File: config.mk
export PLATFORM = sky130hd
export DESIGN_NAME = meas_tx
export DESIGN_NICKNAME = d
export VERILOG_FILES = /design/src/rtl/meas_tx_pkg.sv /design/src/rtl/meas_fifo.sv /design/src/rtl/meas_tx.sv
export SDC_FILE = /design/constraint.sdc
export NUM_CORES = 1
export LEC_CHECK = 0
export CAP_MARGIN = 20
export CELL_PAD_IN_SITES_DETAIL_PLACEMENT = 0
export CELL_PAD_IN_SITES_GLOBAL_PLACEMENT = 1
export CORE_AREA = 2 2 209 416
export DETAILED_ROUTE_END_ITERATION = 6
export DIE_AREA = 0 0 211 418
export PLACE_DENSITY_LB_ADDON = 0.1
export SETUP_SLACK_MARGIN = 0.05
export SYNTH_ARGS = -nofsm -noshare
export SYNTH_HDL_FRONTEND = slang
export SYNTH_SLANG_ARGS = --single-unit
File: constraint.sdc
create_clock -name clk -period 4.8 [get_ports clk]
set_input_delay 0.96 -clock clk [delete_from_list [all_inputs] [get_ports clk]]
set_output_delay 0.96 -clock clk [all_outputs]
set_load 0.02 [all_outputs]
File: src/rtl/meas_tx_pkg.sv
// meas_tx_pkg: shared FSM state type, framing constants and checksum helper
// for the measurement transmit framer.
// Build option: define MEAS_TX_TIMESTAMP_EN to add the 16-bit timestamp
// bytes (TSH/TSL) to every frame header.
package meas_tx_pkg;

    // All framer states. TSH/TSL are only visited in timestamp builds.
    typedef enum logic [3:0] {
        ST_IDLE,
        ST_SYNC,
        ST_SEQ,
        ST_LEN,
        ST_TSH,
        ST_TSL,
        ST_HI,
        ST_LO,
        ST_CSUM
    } state_t;

    // Default frame start marker.
    localparam logic [7:0] SYNC_BYTE_DEFAULT = 8'hA5;

    // Width of one measurement sample.
    localparam int SAMPLE_W = 12;

    // Header bytes in front of the sample payload: SYNC, SEQ, LEN (+ TSH, TSL).
`ifdef MEAS_TX_TIMESTAMP_EN
    localparam int HDR_LEN = 5;
`else
    localparam int HDR_LEN = 3;
`endif

    // Running modulo-256 sum; the transmitted CSUM byte is its negation.
    function automatic logic [7:0] csum_add(input logic [7:0] acc, input logic [7:0] b);
        return acc + b;
    endfunction

endpackage

File: src/rtl/meas_fifo.sv
// meas_fifo: DEPTH x WIDTH synchronous sample FIFO with first-word-fall-through
// head output, so the framer can read the oldest sample combinationally.
// The caller only pushes when not full (or when popping in the same cycle)
// and only pops when not empty. DEPTH must be a power of two, >= 2.
module meas_fifo #(
    parameter int DEPTH = 64,
    parameter int WIDTH = 12
) (
    input  logic                      clk,
    input  logic                      reset,
    input  logic                      push,
    input  logic                      pop,
    input  logic [WIDTH-1:0]          din,
    output logic [WIDTH-1:0]          head,
    output logic [$clog2(DEPTH):0]    level,
    output logic                      full,
    output logic                      empty
);

    localparam int AW = $clog2(DEPTH);
    localparam int LW = AW + 1;
    localparam logic [LW-1:0] DEPTH_LV = LW'(DEPTH);

    logic [WIDTH-1:0] mem [DEPTH];
    logic [AW-1:0]    wr_ptr_reg;
    logic [AW-1:0]    rd_ptr_reg;
    logic [LW-1:0]    level_reg;

    // Sample storage; contents need no reset because the pointers define validity.
    always_ff @(posedge clk) begin
        if (push) begin
            mem[wr_ptr_reg] <= din;
        end
    end

    // Pointer and occupancy bookkeeping; simultaneous push/pop keeps level.
    always_ff @(posedge clk or posedge reset) begin
        if (reset) begin
            wr_ptr_reg <= '0;
            rd_ptr_reg <= '0;
            level_reg  <= '0;
        end else begin
            if (push) begin
                wr_ptr_reg <= wr_ptr_reg + 1'b1;
            end
            if (pop) begin
                rd_ptr_reg <= rd_ptr_reg + 1'b1;
            end
            case ({push, pop})
                2'b10:   level_reg <= level_reg + 1'b1;
                2'b01:   level_reg <= level_reg - 1'b1;
                default: level_reg <= level_reg;
            endcase
        end
    end

    assign head  = mem[rd_ptr_reg];
    assign level = level_reg;
    assign full  = (level_reg == DEPTH_LV);
    assign empty = (level_reg == '0);

endmodule

File: src/rtl/meas_tx.sv
// meas_tx: buffers 12-bit measurement samples and packetises them into
// checksummed frames written byte-wise into the FT245 write FIFO.
// Frame: SYNC, SEQ, N, [TSH, TSL], N x {HI, LO}, CSUM, where CSUM makes the
// sum of SEQ..CSUM zero modulo 256 (SYNC excluded).
// Build option: MEAS_TX_TIMESTAMP_EN adds a free-running 16-bit cycle counter
// captured at frame start and sent as TSH/TSL after the length byte.
module meas_tx
    import meas_tx_pkg::*;
#(
    parameter int         SPF       = 48,
    parameter int         DEPTH     = 64,
    parameter logic [7:0] SYNC_BYTE = SYNC_BYTE_DEFAULT
) (
    input  logic                      clk,
    input  logic                      reset,
    input  logic                      enable,
    input  logic                      flush,
    input  logic                      smp_valid,
    input  logic [SAMPLE_W-1:0]       smp_data,
    input  logic                      wr_full,
    output logic                      wr_en,
    output logic [7:0]                wr_data,
    output logic                      busy,
    output logic [7:0]                frame_seq,
    output logic                      overflow,
    output logic [$clog2(DEPTH):0]    level
);

    localparam int LW = $clog2(DEPTH) + 1;
    localparam logic [LW-1:0] SPF_LV = LW'(SPF);

    state_t              state_reg;
    logic [7:0]          len_reg;
    logic [7:0]          rem_reg;
    logic [7:0]          seq_reg;
    logic [7:0]          csum_reg;
    logic                ovf_reg;

    logic [SAMPLE_W-1:0] fifo_head;
    logic [LW-1:0]       fifo_level;
    logic                fifo_full;
    logic                fifo_empty;
    logic                push;
    logic                pop;
    logic                start;
    logic [7:0]          n_start;
    logic [7:0]          tx_byte;

    // Sample buffer; the framer reads its head directly in HI/LO.
    meas_fifo #(
        .DEPTH (DEPTH),
        .WIDTH (SAMPLE_W)
    ) u_fifo (
        .clk   (clk),
        .reset (reset),
        .push  (push),
        .pop   (pop),
        .din   (smp_data),
        .head  (fifo_head),
        .level (fifo_level),
        .full  (fifo_full),
        .empty (fifo_empty)
    );

    // A full buffer can still accept a sample when the LO byte pops one this cycle.
    assign pop  = (state_reg == ST_LO) && wr_en;
    assign push = smp_valid && enable && (!fifo_full || pop);

    // Frame trigger from IDLE: a full frame's worth buffered, or a flush with data.
    assign start   = (state_reg == ST_IDLE) &&
                     ((enable && (fifo_level >= SPF_LV)) || (flush && !fifo_empty));
    assign n_start = 8'((fifo_level >= SPF_LV) ? SPF_LV : fifo_level);

    // Every non-IDLE state presents one byte; it moves only when the FIFO has room.
    assign busy  = (state_reg != ST_IDLE);
    assign wr_en = busy && !wr_full;

`ifdef MEAS_TX_TIMESTAMP_EN
    logic [15:0] ts_cnt_reg;
    logic [15:0] ts_reg;

    // Free-running cycle counter used as the frame timestamp source.
    always_ff @(posedge clk or posedge reset) begin
        if (reset) begin
            ts_cnt_reg <= '0;
        end else begin
            ts_cnt_reg <= ts_cnt_reg + 16'd1;
        end
    end

    // Snapshot of the counter taken when the frame leaves IDLE.
    always_ff @(posedge clk or posedge reset) begin
        if (reset) begin
            ts_reg <= '0;
        end else if (start) begin
            ts_reg <= ts_cnt_reg;
        end
    end
`endif

    // Byte presented for the current state; held stable until it transfers.
    always_comb begin
        tx_byte = 8'h00;
        case (state_reg)
            ST_SYNC: tx_byte = SYNC_BYTE;
            ST_SEQ:  tx_byte = seq_reg;
            ST_LEN:  tx_byte = len_reg;
`ifdef MEAS_TX_TIMESTAMP_EN
            ST_TSH:  tx_byte = ts_reg[15:8];
            ST_TSL:  tx_byte = ts_reg[7:0];
`endif
            ST_HI:   tx_byte = {4'h0, fifo_head[11:8]};
            ST_LO:   tx_byte = fifo_head[7:0];
            ST_CSUM: tx_byte = 8'h00 - csum_reg;
            default: tx_byte = 8'h00;
        endcase
    end

    assign wr_data = tx_byte;

    // Checksum accumulates every transferred byte from SEQ up to the last LO.
    always_ff @(posedge clk or posedge reset) begin
        if (reset) begin
            csum_reg <= '0;
        end else if (start) begin
            csum_reg <= '0;
        end else if (wr_en && (state_reg != ST_SYNC) && (state_reg != ST_CSUM)) begin
            csum_reg <= csum_add(csum_reg, tx_byte);
        end
    end

    // Framer FSM: advances one state per transferred byte, N latched at IDLE exit.
    always_ff @(posedge clk or posedge reset) begin
        if (reset) begin
            state_reg <= ST_IDLE;
            len_reg   <= '0;
            rem_reg   <= '0;
            seq_reg   <= '0;
        end else begin
            case (state_reg)
                ST_IDLE: begin
                    if (start) begin
                        state_reg <= ST_SYNC;
                        len_reg   <= n_start;
                        rem_reg   <= n_start;
                    end
                end
                ST_SYNC: if (wr_en) state_reg <= ST_SEQ;
                ST_SEQ:  if (wr_en) state_reg <= ST_LEN;
                // Timestamp bytes follow the length only when the header is extended.
                ST_LEN:  if (wr_en) state_reg <= (HDR_LEN == 5) ? ST_TSH : ST_HI;
                ST_TSH:  if (wr_en) state_reg <= ST_TSL;
                ST_TSL:  if (wr_en) state_reg <= ST_HI;
                ST_HI:   if (wr_en) state_reg <= ST_LO;
                ST_LO: begin
                    if (wr_en) begin
                        rem_reg   <= rem_reg - 8'd1;
                        state_reg <= (rem_reg == 8'd1) ? ST_CSUM : ST_HI;
                    end
                end
                ST_CSUM: begin
                    if (wr_en) begin
                        state_reg <= ST_IDLE;
                        seq_reg   <= seq_reg + 8'd1;
                    end
                end
                default: state_reg <= ST_IDLE;
            endcase
        end
    end

    // Sticky drop indicator: an accepted-window sample found no room.
    always_ff @(posedge clk or posedge reset) begin
        if (reset) begin
            ovf_reg <= 1'b0;
        end else if (smp_valid && enable && !push) begin
            ovf_reg <= 1'b1;
        end
    end

    assign frame_seq = seq_reg;
    assign overflow  = ovf_reg;
    assign level     = fifo_level;

endmodule

==> Implementation_results.wiki <==
{| class="wikitable"
! Metric !! Value
|-
| Share of cells above drive strength 1 || 30.13%
|-
| Total Routed Length || 90,710 µm
|-
| Synth Area in Adders || 0.8064%
|-
| Largest net degree at the start of global routing || 65
|-
| Slack of the worst reg-to-reg path || 200 ps
|-
| Area overhead of the layout relative to synthesis || 16.67%
|-
| Placer congestion estimate || 0.8240
|-
| Number of detailed-route iterations in the first pass || 5
|-
| Max FO, Critical Path || 17
|-
| Highest clock frequency the design can meet || 217.3 MHz
|-
| Die Area || 88,200 µm²
|-
| CTS tree || done
|-
| Delay of the slowest cell on the worst path || 560 ps
|-
| Post-Route Hold Slack || 468.9 ps
|-
| Global-route wire length before repair || 128,700 µm
|-
| Proportion of netlist area held by the largest area contributor || 70.11%
|-
| Crit-path leading delay family || multiplexers
|-
| Number of levels the H-tree was split into || 3
|-
| Cells after synthesis || 1,602
|-
| Average wire per standard cell || 30.82 µm
|-
| Parity-gate share of the synthesized area counting xor and xnor cells || 0.8520%
|-
| Result of the run || finished clean
|-
| Skew final || 34.48 ps
|-
| Synthesized net count || 1,640
|-
| Syn Area/Cell || 20.53 µm²
|-
| Post-synthesis sequential element count || 823
|-
| Crit path DAT || 3640 ps
|-
| Number of placed cells counting well taps || 2,781
|-
| Worst slew margin relative to its limit || 40.02%
|-
| Post-route antenna net violation count || 0
|-
| Area occupied by multi-input gates || 8033 µm²
|-
| Register with the most flip-flops || u_fifo.mem
|-
| Count of yosys warnings during synthesis || 0
|-
| Initial antenna violation count || 2
|-
| Summed instance area of the synthesized netlist || 32,890 µm²
|-
| Count of buffering cells on the critical path with inverters included || 6
|-
| Cell area power density || 583.1 nW/µm²
|-
| Core Box Area || 84,830 µm²
|-
| Min cycle time layout || 4602 ps
|-
| Maxcap violations || 0
|-
| Violation count after the first detailed-routing iteration || 1,214
|-
| Vertical die dimension || 418 µm
|-
| GR Overflow Total || 0
|-
| Remaining routing DRC violations || 0
|-
| Routed via count || 16.23k
|-
| Portion of netlist area occupied by mux cells || 17.06%
|-
| Category of the worst setup path launch point || flip-flop
|-
| Placed inst area || 35,530 µm²
|-
| EDFF count, synth || 768
|-
| Clock slew at reported path FFs || 70 ps
|-
| Final hold vios || 0
|-
| Depth of the worst register-to-register path || 15
|-
| IO buf count || 43
|-
| Avg Vias per Cell || 5.514
|-
| Destination of the worst hold path || overflow$_DFFE_PP0P_
|-
| Combinational family with the most area after synthesis || multiplexers
|-
| Ys async rst share || 6.683%
|-
| Cell row count || 151
|-
| Most common library cell in the layout ignoring fill and taps || sky130_fd_sc_hd__edfxtp_1
|-
| Total routing usage reported by global routing || 21.06%
|-
| # clock sinks || 823
|-
| Post-DP HPWL || 58,810 µm
|-
| Area leader, netlist || sky130_fd_sc_hd__edfxtp_1
|-
| Setup repair after global routing missed its margin || false
|-
| Synth area leaders || sky130_fd_sc_hd__edfxtp_1 70%, sky130_fd_sc_hd__mux4_2 16%, sky130_fd_sc_hd__dfrtp_1 4.2%, sky130_fd_sc_hd__nor2_1 1.2%, sky130_fd_sc_hd__mux2i_1 1.0%
|-
| Final setup violation count || 0
|-
| Type of the worst setup path || flip-flop to output port
|-
| Fraction of the cycle the final worst path needs || 95.88%
|-
| Post-layout net count || 1,853
|-
| Peak supply drop || 0.0002807 V
|-
| Final slew viol count || 0
|-
| Cell-by-cell listing of the critical path || buf_12 -> buf_12 -> buf_16 -> buf_4 -> mux4_2 -> mux4_2 -> mux2i_1 -> buf_4 -> o21ai_1 -> clkdlybuf4s15_2
|-
| Commonest cells after routing, fill and taps aside || 768 x sky130_fd_sc_hd__edfxtp_1, 229 x sky130_fd_sc_hd__mux4_2, 145 x sky130_fd_sc_hd__buf_4
|-
| Clock network latency to the later pin of the worst-skew pair || 640 ps
|-
| Post-synthesis compound-gate area fraction || 2.328%
|-
| Die X-Extent || 211 µm
|-
| Most used flip-flop cell after synthesis || sky130_fd_sc_hd__edfxtp_1
|-
| Crit path required time || 3840 ps
|-
| Vias in the first global route || 17.55k
|-
| Critical register-to-register path endpoint || csum_reg[7]$_DFFE_PP0P_
|-
| Inserted Clock Buffers || 75
|-
| Worst reg2reg startpoint || u_fifo.rd_ptr_reg[0]$_DFFE_PP0P_
|-
| CTS Root Cell || sky130_fd_sc_hd__clkbuf_16
|-
| Measured slew at the worst slew-check pin || 891.4 ps
|-
| Slowest-stage cell, CP || sky130_fd_sc_hd__mux4_2
|-
| Initial Utilization || 38.78%
|-
| Share of synthesized area occupied by flip-flops and latches || 74.29%
|-
| Path class of the lowest-slack min-delay path || flip-flop to flip-flop
|-
| CTS Buffer Depth || 3
|-
| Sum Neg Setup Slack || 0 ps
|-
| Instance count along the most critical hold path || 2
|-
| Final cell area excluding filler cells || 38,380 µm²
|-
| Number of flip-flops in the largest register || 768
|-
| Synth unique cells || 61
|-
| Number of standard cells in the final layout excluding fillers || 2,943
|-
| Hold wc startpoint || overflow$_DFFE_PP0P_
|-
| Reported leakage power || 12.62 nW
|-
| I/O pin count || 44
|-
| Sequential cell area in the final layout || 24,450 µm²
|-
| Filler cells || 7,194
|-
| Antenna diode count || 0
|-
| Power after layout || 22.38 mW
|-
| Simple-gate area share of the yosys netlist || 3.237%
|-
| Critical path endpoint category || output port
|-
| Launching instance or port of the critical path || u_fifo.rd_ptr_reg[0]$_DFFE_PP0P_
|}
## cell families after synthesis
logic type / Yosys count
AND/OR/NAND/NOR: 231
AO/OA/AOI/OAI: 120
buffers and inverters: 103
XOR/XNOR: 32
flip-flops: 823
adder cells (fa/ha/maj): 20
multiplexers: 273
## timing repair
| action | in CTS | in global routing |
|---|---|---|
| setup buffers | 17 | 5 |
| endpoints found under the setup margin | 9 | 9 |
| resized for setup | 34 | 17 |
| endpoints found under the hold margin | 0 | 0 |
| cloned | 4 | 0 |
| hold buffers | 0 | 0 |
| pin swaps | 2 | 2 |
## per-stage QoR
step                      setup WS, ps  utilization (%)
after floorplan                  60.37                -
after global placement           139.6            41.88
after detailed placement         84.92            41.88
after CTS                        37.37            45.15
after global routing             36.41            45.24
final                            197.7            45.24
## final cells by class
class                           instances  share of cell area, %
Sequential cell                       823                  63.71
Multi-Input combinational cell        676                  20.93
Timing Repair Buffer                  220                  5.506
Clock buffer                           97                  5.376
Tap cell                             1071                  3.492
Clock inverter                         37                 0.8020
Inverter                               19                 0.1858
## cell usage after synthesis (all sizes together) (3+ instances only)
library cell  number
nand3b             7
ha                18
and3               3
nand2             48
o221ai             8
nor3               6
a211oi             7
nand3             20
dfrtp             55
a221oi             3
edfxtp           768
o31ai              3
mux4             229
a31oi              4
nor2b              3
nor2             107
a21o               7
or2                4
nor4               5
mux2i             33
buf               48
mux2              11
inv               18
o21bai             4
a21oi             35
xor2               9
nand4b             3
nand4              4
clkbuf            36
and2               5
xnor2             23
nand2b             3
o21ai             29
## routing by layer
metal | global-route usage (%) | share of wire [%]
met1 | 22.42 | 35
met2 | 40.18 | 57
met3 | 3.355 | 3.9
met4 | 9.597 | 4.5
met5 | 0 | 0.014
## where the power goes
| part | leakage, nW | internal [mW] | switching, mW | total [mW] |
|---|---|---|---|---|
| Clock | 1.16 | 3.26 | 2.63 | 5.89 |
| Combinational | 3.89 | 3.83 | 4.17 | 7.99 |
| Sequential | 7.58 | 8.13 | 0.363 | 8.49 |
## worst register-to-register path, stage by stage, from the launching register on
cell and delay [ps]:
sky130_fd_sc_hd__dfrtp_4 500, sky130_fd_sc_hd__buf_12 160, sky130_fd_sc_hd__buf_12 130, sky130_fd_sc_hd__bufbuf_16 280
sky130_fd_sc_hd__mux4_2 460, sky130_fd_sc_hd__mux4_2 560, sky130_fd_sc_hd__mux4_2 480, sky130_fd_sc_hd__nand2b_1 80
sky130_fd_sc_hd__nand2_1 80, sky130_fd_sc_hd__ha_1 320, sky130_fd_sc_hd__a21oi_2 70, sky130_fd_sc_hd__o21ai_0 320
sky130_fd_sc_hd__o41ai_2 110, sky130_fd_sc_hd__or4_1 430, sky130_fd_sc_hd__and4_1 210, sky130_fd_sc_hd__a211o_1 260
## worst max path at each step
stage | to | slack [ps] | depth (start not counted)
floorplan | csum_reg[7]$_DFFE_PP0P_ | 60 | 16
global placement | csum_reg[7]$_DFFE_PP0P_ | 140 | 16
detailed placement | csum_reg[7]$_DFFE_PP0P_ | 80 | 16
CTS | wr_data[4] | 40 | 10
global route | csum_reg[7]$_DFFE_PP0P_ | 40 | 16
finish | wr_data[6] | 200 | 10
Note: power is estimated with default switching activity, not from simulation.
